File: src/rtl/reg_feeder_if.sv
// Handshake bundle between an upstream producer, the feeder, and the
// downstream register it loads.
interface reg_feeder_if #(
    parameter int WIDTH = 32
);
    logic [WIDTH-1:0] in_data;
    logic             in_valid;
    logic             in_ready;
    logic             stall;
    logic [WIDTH-1:0] d;
    logic             enable;

    modport master (
        output in_data, in_valid, stall,
        input  in_ready, d, enable
    );

    modport slave (
        input  in_data, in_valid, stall,
        output in_ready, d, enable
    );
endinterface

File: src/rtl/reg_feeder.sv
// Small in-order queue that feeds a downstream register one word per cycle,
// presenting each word on d with a one-cycle enable strobe.
module reg_feeder #(
    parameter int WIDTH = 32,
    parameter int DEPTH = 4
) (
    input  logic                   clk,
    input  logic                   reset,
    reg_feeder_if.slave            bus,
    output logic [$clog2(DEPTH):0] count,
    output logic                   empty,
    output logic                   full
);
    localparam int AW = $clog2(DEPTH);
    localparam int CW = AW + 1;

    logic [WIDTH-1:0] mem [DEPTH];
    logic [AW-1:0]    wptr;
    logic [AW-1:0]    rptr;
    logic             push;
    logic             pop;

    assign empty        = (count == '0);
    assign full         = (count == CW'(DEPTH));
    // A pop in the same cycle does not free space for a push while full.
    assign bus.in_ready = !full && !reset;
    assign push         = bus.in_valid && bus.in_ready;
    assign pop          = !empty && !bus.stall && !reset;

    always_ff @(posedge clk) begin
        if (reset) begin
            wptr       <= '0;
            rptr       <= '0;
            count      <= '0;
            bus.d      <= '0;
            bus.enable <= 1'b0;
        end else begin
            if (push) begin
                mem[wptr] <= bus.in_data;
                wptr      <= wptr + 1'b1;
            end
            if (pop) begin
                bus.d      <= mem[rptr];
                bus.enable <= 1'b1;
                rptr       <= rptr + 1'b1;
            end else begin
                bus.enable <= 1'b0;
            end
            case ({push, pop})
                2'b10:   count <= count + 1'b1;
                2'b01:   count <= count - 1'b1;
                default: count <= count;
            endcase
        end
    end
endmodule

File: src/flat_wrapper.sv
// flat-port wrapper written by rule: the top's interface ports become plain ports
module reg_feeder_flat 
#(
    parameter int WIDTH = 32,
    parameter int DEPTH = 4
)
  (clk, reset, count, empty, full, bus_in_data, bus_in_valid, bus_stall, bus_in_ready, bus_d, bus_enable);
  reg_feeder_if #(.WIDTH(WIDTH)) bus_i ();
  input  logic clk;
  input  logic reset;
  output logic [$clog2(DEPTH):0] count;
  output logic empty;
  output logic full;
  input wire logic [$bits(bus_i.in_data)-1:0] bus_in_data;
  input wire logic [$bits(bus_i.in_valid)-1:0] bus_in_valid;
  input wire logic [$bits(bus_i.stall)-1:0] bus_stall;
  output wire logic [$bits(bus_i.in_ready)-1:0] bus_in_ready;
  output wire logic [$bits(bus_i.d)-1:0] bus_d;
  output wire logic [$bits(bus_i.enable)-1:0] bus_enable;
  assign bus_i.in_data = bus_in_data;
  assign bus_i.in_valid = bus_in_valid;
  assign bus_i.stall = bus_stall;
  assign bus_in_ready = bus_i.in_ready;
  assign bus_d = bus_i.d;
  assign bus_enable = bus_i.enable;
  reg_feeder #(.WIDTH(WIDTH), .DEPTH(DEPTH)) u_core (.clk(clk), .reset(reset), .bus(bus_i), .count(count), .empty(empty), .full(full));
endmodule
File: config.mk
export PLATFORM = sky130hd
export DESIGN_NAME = reg_feeder_flat
export DESIGN_NICKNAME = d
export VERILOG_FILES = /design/src/rtl/reg_feeder_if.sv /design/src/rtl/reg_feeder.sv /design/src/flat_wrapper.sv
export SDC_FILE = /design/constraint.sdc
export NUM_CORES = 1
export LEC_CHECK = 0
export BUFFER_PORTS_ARGS = -buffer_cell sky130_fd_sc_hd__buf_2
export CAP_MARGIN = 0
export CORE_MARGIN = 2
export CORE_UTILIZATION = 57
export CTS_CLUSTER_SIZE = 10
export DETAILED_ROUTE_END_ITERATION = 12
export GPL_TIMING_DRIVEN = 0
export PLACE_DENSITY = 0.78
export SYNTH_ARGS = -nofsm -noshare
export SYNTH_HDL_FRONTEND = slang
export SYNTH_SLANG_ARGS = --single-unit
File: constraint.sdc
create_clock -name clk -period 3.4 [get_ports clk]
set_clock_uncertainty 0.2 [all_clocks]
set_input_delay 0.17 -clock clk [delete_from_list [all_inputs] [get_ports clk]]
set_output_delay 0.17 -clock clk [all_outputs]
set_load 0.02 [all_outputs]
==> impl_metrics.toml, run 1 <==
[layout]
mostFrequentLayoutCell = "edfxtp_1"
drive_gt1_share_pct = 36.7
postLayoutCellArea_um2 = 7600
antenna_cells = 0
fin_nets = 462
finalNonFillerCells = 569
final_cell_mix = "edfxtp_1, buf_2, dfxtp_1, dlygate4sd3_1"
syn2layout_area_growth_pct = 24.4
fillers = 605

[synthesis]
ys_types = 28
netlist.area_leader.share_pct = 62.9
synth_nets = 334
synth_seq_cells = 168
synth_cells = 292
synth_area_leaders = "edfxtp_1, dfxtp_1, mux4_2"
synth_area_leader_cell = "edfxtp_1"
syn_avg_cell_area_um2 = 20.9
yosysWarnings = 0
syn_area_um2 = 6110
synth_seq_area_share_pct = 76.0

[placed_design]
place.gp.congestion = 0.683
place_ws_ns = 0.452
port_buffers = 74
hpwl_mm = 6.25
dpl_cell_area_um2 = 6660
place_inst = 502

[floorplan]
start_util_pct = 59.0
die_w_um = 108
ioPinCount = 75
fp.coreArea_um2 = 10400
rows = 37
die_y_um = 108
die_area_um2 = 11600

[routing]
drt_pre_antenna_iters = 4
ant_nets = 0
num_vias = 3180
wl_per_cell_um = 19.2
drt-total-wl_mm = 10.9
vias_per_cell = 5.59
drt_iter0_drc = 199
route.detailed.drc = 0

[timing]
layout_setup_ws_ns = 0.497
setup-tns-final_ns = 0
fmax_ghz = 0.344
finalHoldViolCount = 0
drv_slew = 0
fin_hold_ws_ns = 0.201
tightest_slew_ns = 0.903
slew_headroom_pct = 39.8
finalSetupViolCount = 0
rsz0062_at_grt = "false"
fin_crit_ns = 2.90
min_period_over_period_pct = 85.4

[critical_path]
critical_path_arrival_ns = 3.15
cp_num_buf_inv = 3
worstPathRequired_ns = 3.64
critical_path.top_delay_family = "simple AND/OR/NAND/NOR gates"
cp-end-kind = "flop"
slowest_stage = "nor3_2"
critical_path.cell_chain = "or3_4, inv_4, nor3_2, buf_6, ha_1, inv_1, fa_1, xor2_1, or3_1, a21oi_1"
start_kind = "flop"
cp_max_fo = 10
r2r_slack_ns = 0.50
worstSetupPathType = "reg -> reg"
slowest_delay_ns = 0.46

[global_route]
grt_max_degree = 33
grt_usage_pct = 20.3
overflow = 0
antenna_found_initial = 0
grt_pass1_wl_mm = 17.1
grt_pass1_vias = 3361

[run_status]
status = "finished, final reports clean"

[clock_network]
h-tree-depth = 4
cts_tree = "built"
root_buffer = "clkbuf_8"
cts_made_buffers = 17
clk_latency_ns = 0.51
cts.clk_slew.worst_paths_ns = 0.06
clockBufferDepth = 2
cts_sinks = 168
cts.repair.resized = 0

[min_path]
hold_path_class = "in -> reg"

[power]
vdd_drop_max_v = 0.000307
power_density_nw_per_um2 = 626
p_leak_nw = 2.75

[flow_run]
max_cap_violations = 0
==> cell usage after synthesis <==
cell type / instances
mux2i_1: 1
inv_4: 1
edfxtp_1: 128
xor2_1: 2
nand2b_1: 1
ha_1: 5
buf_6: 10
and2_1: 4
o21ai_0: 2
nor2b_1: 1
nor3_1: 1
nor3_2: 1
buf_2: 1
a21oi_4: 1
mux2_1: 1
nor3b_2: 2
dfxtp_1: 40
a21oi_1: 3
clkbuf_1: 4
a22o_1: 32
or3_4: 1
mux4_2: 32
fa_1: 1
mux2_2: 1
inv_1: 7
nor2_1: 6
or3_1: 2
nand3_1: 1
==> worst register-to-register path, cell delays in order (launching register included) <==
cell     delay (ns)
dfxtp_1        0.42
or3_4          0.20
inv_4          0.05
nor3_2         0.46
buf_6          0.24
ha_1           0.20
inv_1          0.06
fa_1           0.39
xor2_1         0.17
or3_1          0.30
a21oi_1        0.14
==> logic make-up (layout without fill, tap and decap cells) <==
logic type | count (synthesis) | in the layout | share of synthesized area [%]
multiplexers | 35 | 35 | 12.3
adder cells (fa/ha/maj) | 6 | 6 | 1.35
buffers and inverters | 23 | 164 | 2.70
AO/OA/AOI/OAI | 38 | 38 | 5.26
flip-flops | 168 | 168 | 76.0
XOR/XNOR | 2 | 2 | 0.287
AND/OR/NAND/NOR | 20 | 20 | 2.11
==> layout make-up <==
cell class | count | area [um2] | area share, %
plain buffers | 15 | 133 | 1.74
clock buffers | 20 | 445 | 5.86
clock inverters | 12 | 150 | 1.97
inverters | 8 | 32.5 | 0.428
multi-input cells | 101 | 1310 | 17.2
flip-flops and latches | 168 | 4640 | 61.1
well taps | 136 | 170 | 2.24
repair buffers | 109 | 721 | 9.48
==> through the flow <==
stage / util (%) / power (mW)
after floorplan: - / 2.71
after global placement: 64.2 / 2.85
after detailed placement: 64.2 / 2.87
after CTS: 73.3 / 4.79
after global routing: 73.3 / 4.92
final: 73.3 / 4.76
==> metal layers <==
layer	wire length [um]	up-vias	GRT usage, %
li1	-	1447	-
met1	4530	1635	24.7
met2	5720	90	34.5
met3	564	8	5.99
met4	82	0	7.60
met5	0	-	0
==> timing repair <==
action	4_1_cts	5_1_grt
setup buffers	0	0
hold buffers	35	0
endpoints found under the hold margin	138	0
==> path summary, 6_finish.rpt <==
path                     from                end  cells after the start
max reg2reg   u_core.count[0]    u_core.count[2]                     10
min           bus_in_data[25]  u_core.mem[3][25]                      2
max           u_core.count[0]    u_core.count[2]                     10
min reg2reg  u_core.bus.d[26]   u_core.bus.d[26]                      1
==> power by group <==
group	total (mW)	switching, mW	internal (mW)
Combinational	0.498	0.265	0.233
Clock	1.91	0.753	1.16
Sequential	2.36	0.0421	2.31
Total	4.76	1.06	3.70
==> flip-flops by register name (all words and copies together), names as in the netlist <==
name and cells:
u_core.bus.d 32, u_core.bus.enable 1, u_core.count 3, u_core.mem 128
u_core.rptr 2, u_core.wptr 2
Note: power is estimated with default switching activity, not from simulation.
==> inputs of run 2 (changes only) <==
==> constraint.sdc (replaced) <==
create_clock -name clk -period 3.4 [get_ports clk]
set_clock_uncertainty 0.2 [all_clocks]
set_input_delay 0.51 -clock clk [delete_from_list [all_inputs] [get_ports clk]]
set_output_delay 0.51 -clock clk [all_outputs]
set_load 0.02 [all_outputs]
==> impl_metrics.toml, run 2 (synthesis results as in run 1) <==
[run_status]
status = "finished, final reports clean"

[timing]
finalSetupViolCount = 0
slew_headroom_pct = 39.8
layout_setup_ws_ns = 0.424
drv_slew = 0
tightest_slew_ns = 0.904
finalHoldViolCount = 0
rsz0062_at_grt = "false"
setup-tns-final_ns = 0
fin_crit_ns = 2.98
min_period_over_period_pct = 87.5
fmax_ghz = 0.336

[floorplan]
die_area_um2 = 11600
die_y_um = 108
fp.coreArea_um2 = 10400
ioPinCount = 75
start_util_pct = 59.0
die_w_um = 108
rows = 37

[routing]
wl_per_cell_um = 19.1
drt_pre_antenna_iters = 4
ant_nets = 0
drt_iter0_drc = 188
num_vias = 3159
drt-total-wl_mm = 10.8
route.detailed.drc = 0
vias_per_cell = 5.58

[clock_network]
root_buffer = "clkbuf_8"
cts_sinks = 168
clockBufferDepth = 2
h-tree-depth = 4
cts_made_buffers = 17
cts_hold_buf = 26
clk_latency_ns = 0.51
cts.repair.resized = 0
cts_setup_buffers = 0
cts_tree = "built"
cts.clk_slew.worst_paths_ns = 0.06

[critical_path]
start_kind = "input pin"
cp-end-kind = "flop"
critical_path_arrival_ns = 3.22
crit_end = "u_core.count[2]"
worstSetupPathType = "in -> reg"
worst_r2r_path_depth = 10
worstPathRequired_ns = 3.64
reg2reg_from = "u_core.count[0]"
r2r-end = "u_core.count[2]"
cp-startpoint = "bus_stall"
r2r_slack_ns = 0.48
cp_max_fo = 10

[placed_design]
dpl_cell_area_um2 = 6660
place_ws_ns = 0.373
hpwl_mm = 6.25
place.gp.congestion = 0.683
port_buffers = 74

[layout]
fin_nets = 459
seq_area_um2 = 4640
biggestRegsByFlops = "u_core.mem (128), u_core.bus.d (32), u_core.count (3)"
postLayoutCellArea_um2 = 7570
mostFrequentLayoutCell = "edfxtp_1"
largest_register = "u_core.mem"
largest_reg_flops = 128
antenna_cells = 0
syn2layout_area_growth_pct = 23.9
fillers = 612
multi_input_area_um2 = 1310
drive_gt1_share_pct = 37.0
final_cell_mix = "edfxtp_1, buf_2, dfxtp_1"

[global_route]
met3_usage_pct = 6.05
grt_pass1_vias = 3327
grt_util_met2_pct = 34.2
top_usage_layer = "met2"
grt_pass1_wl_mm = 17.0
use_met1_pct = 24.5
overflow = 0
antenna_found_initial = 0
grt_max_degree = 33
grt_usage_pct = 20.2

[power]
vdd_drop_max_v = 0.000307
p_leak_nw = 2.74
power_density_nw_per_um2 = 628

[min_path]
hold_path_class = "in -> reg"
min_from = "bus_in_data[23]"

[flow_run]
max_cap_violations = 0
-- run 2: layout make-up --
| type | count | share of cell area [%] |
|---|---|---|
| flip-flops and latches | 168 | 61.3 |
| multi-input cells | 101 | 17.3 |
| repair buffers | 106 | 9.12 |
| clock buffers | 20 | 5.88 |
| well taps | 136 | 2.25 |
| clock inverters | 12 | 1.98 |
| plain buffers | 15 | 1.75 |
| inverters | 8 | 0.429 |
-- run 2: per-layer routing --
| layer | part of all wire (%) | wire, um |
|---|---|---|
| met5 | 0 | 0 |
| met4 | 0.67 | 73 |
| met3 | 5.2 | 564 |
| met2 | 52 | 5680 |
| met1 | 42 | 4520 |
-- run 2: stage by stage --
step | hold WS [ns] | power [mW] | util (%) | std cells
2_1_floorplan | 0.275 | 2.71 | - | 292
5_1_grt | 0.00836 | 4.92 | 73.0 | 566
4_1_cts | 0.000617 | 4.78 | 72.5 | 560
3_3_place_gp | 0.255 | 2.85 | 64.2 | 502
6_report | 0.0247 | 4.76 | 73.0 | 566
3_5_place_dp | 0.267 | 2.87 | 64.2 | 502
-- run 2: critical path, stage by stage --
cell and delay, ns:
dlygate4sd3_1 0.53, buf_2 0.15, nor3_2 0.52, buf_6 0.24, ha_1 0.20, inv_1 0.06, fa_1 0.39, xor2_1 0.17
or3_1 0.30, a21oi_1 0.14
-- run 2: how the worst min path moves through the flow --
stage | endpoint | depth (start not counted)
2_1_floorplan | u_core.wptr[0] | 1
3_3_place_gp | u_core.bus.d[22] | 1
3_5_place_dp | u_core.bus.d[18] | 1
4_1_cts | u_core.mem[2][13] | 1
5_1_grt | u_core.mem[0][23] | 1
6_report | u_core.mem[0][23] | 1
-- run 2: power breakdown --
group	switching (mW)	internal [mW]	total, mW	leakage (nW)
registers	0.0421	2.31	2.36	1.49
clock network	0.750	1.16	1.91	0.287
logic	0.264	0.231	0.495	0.962
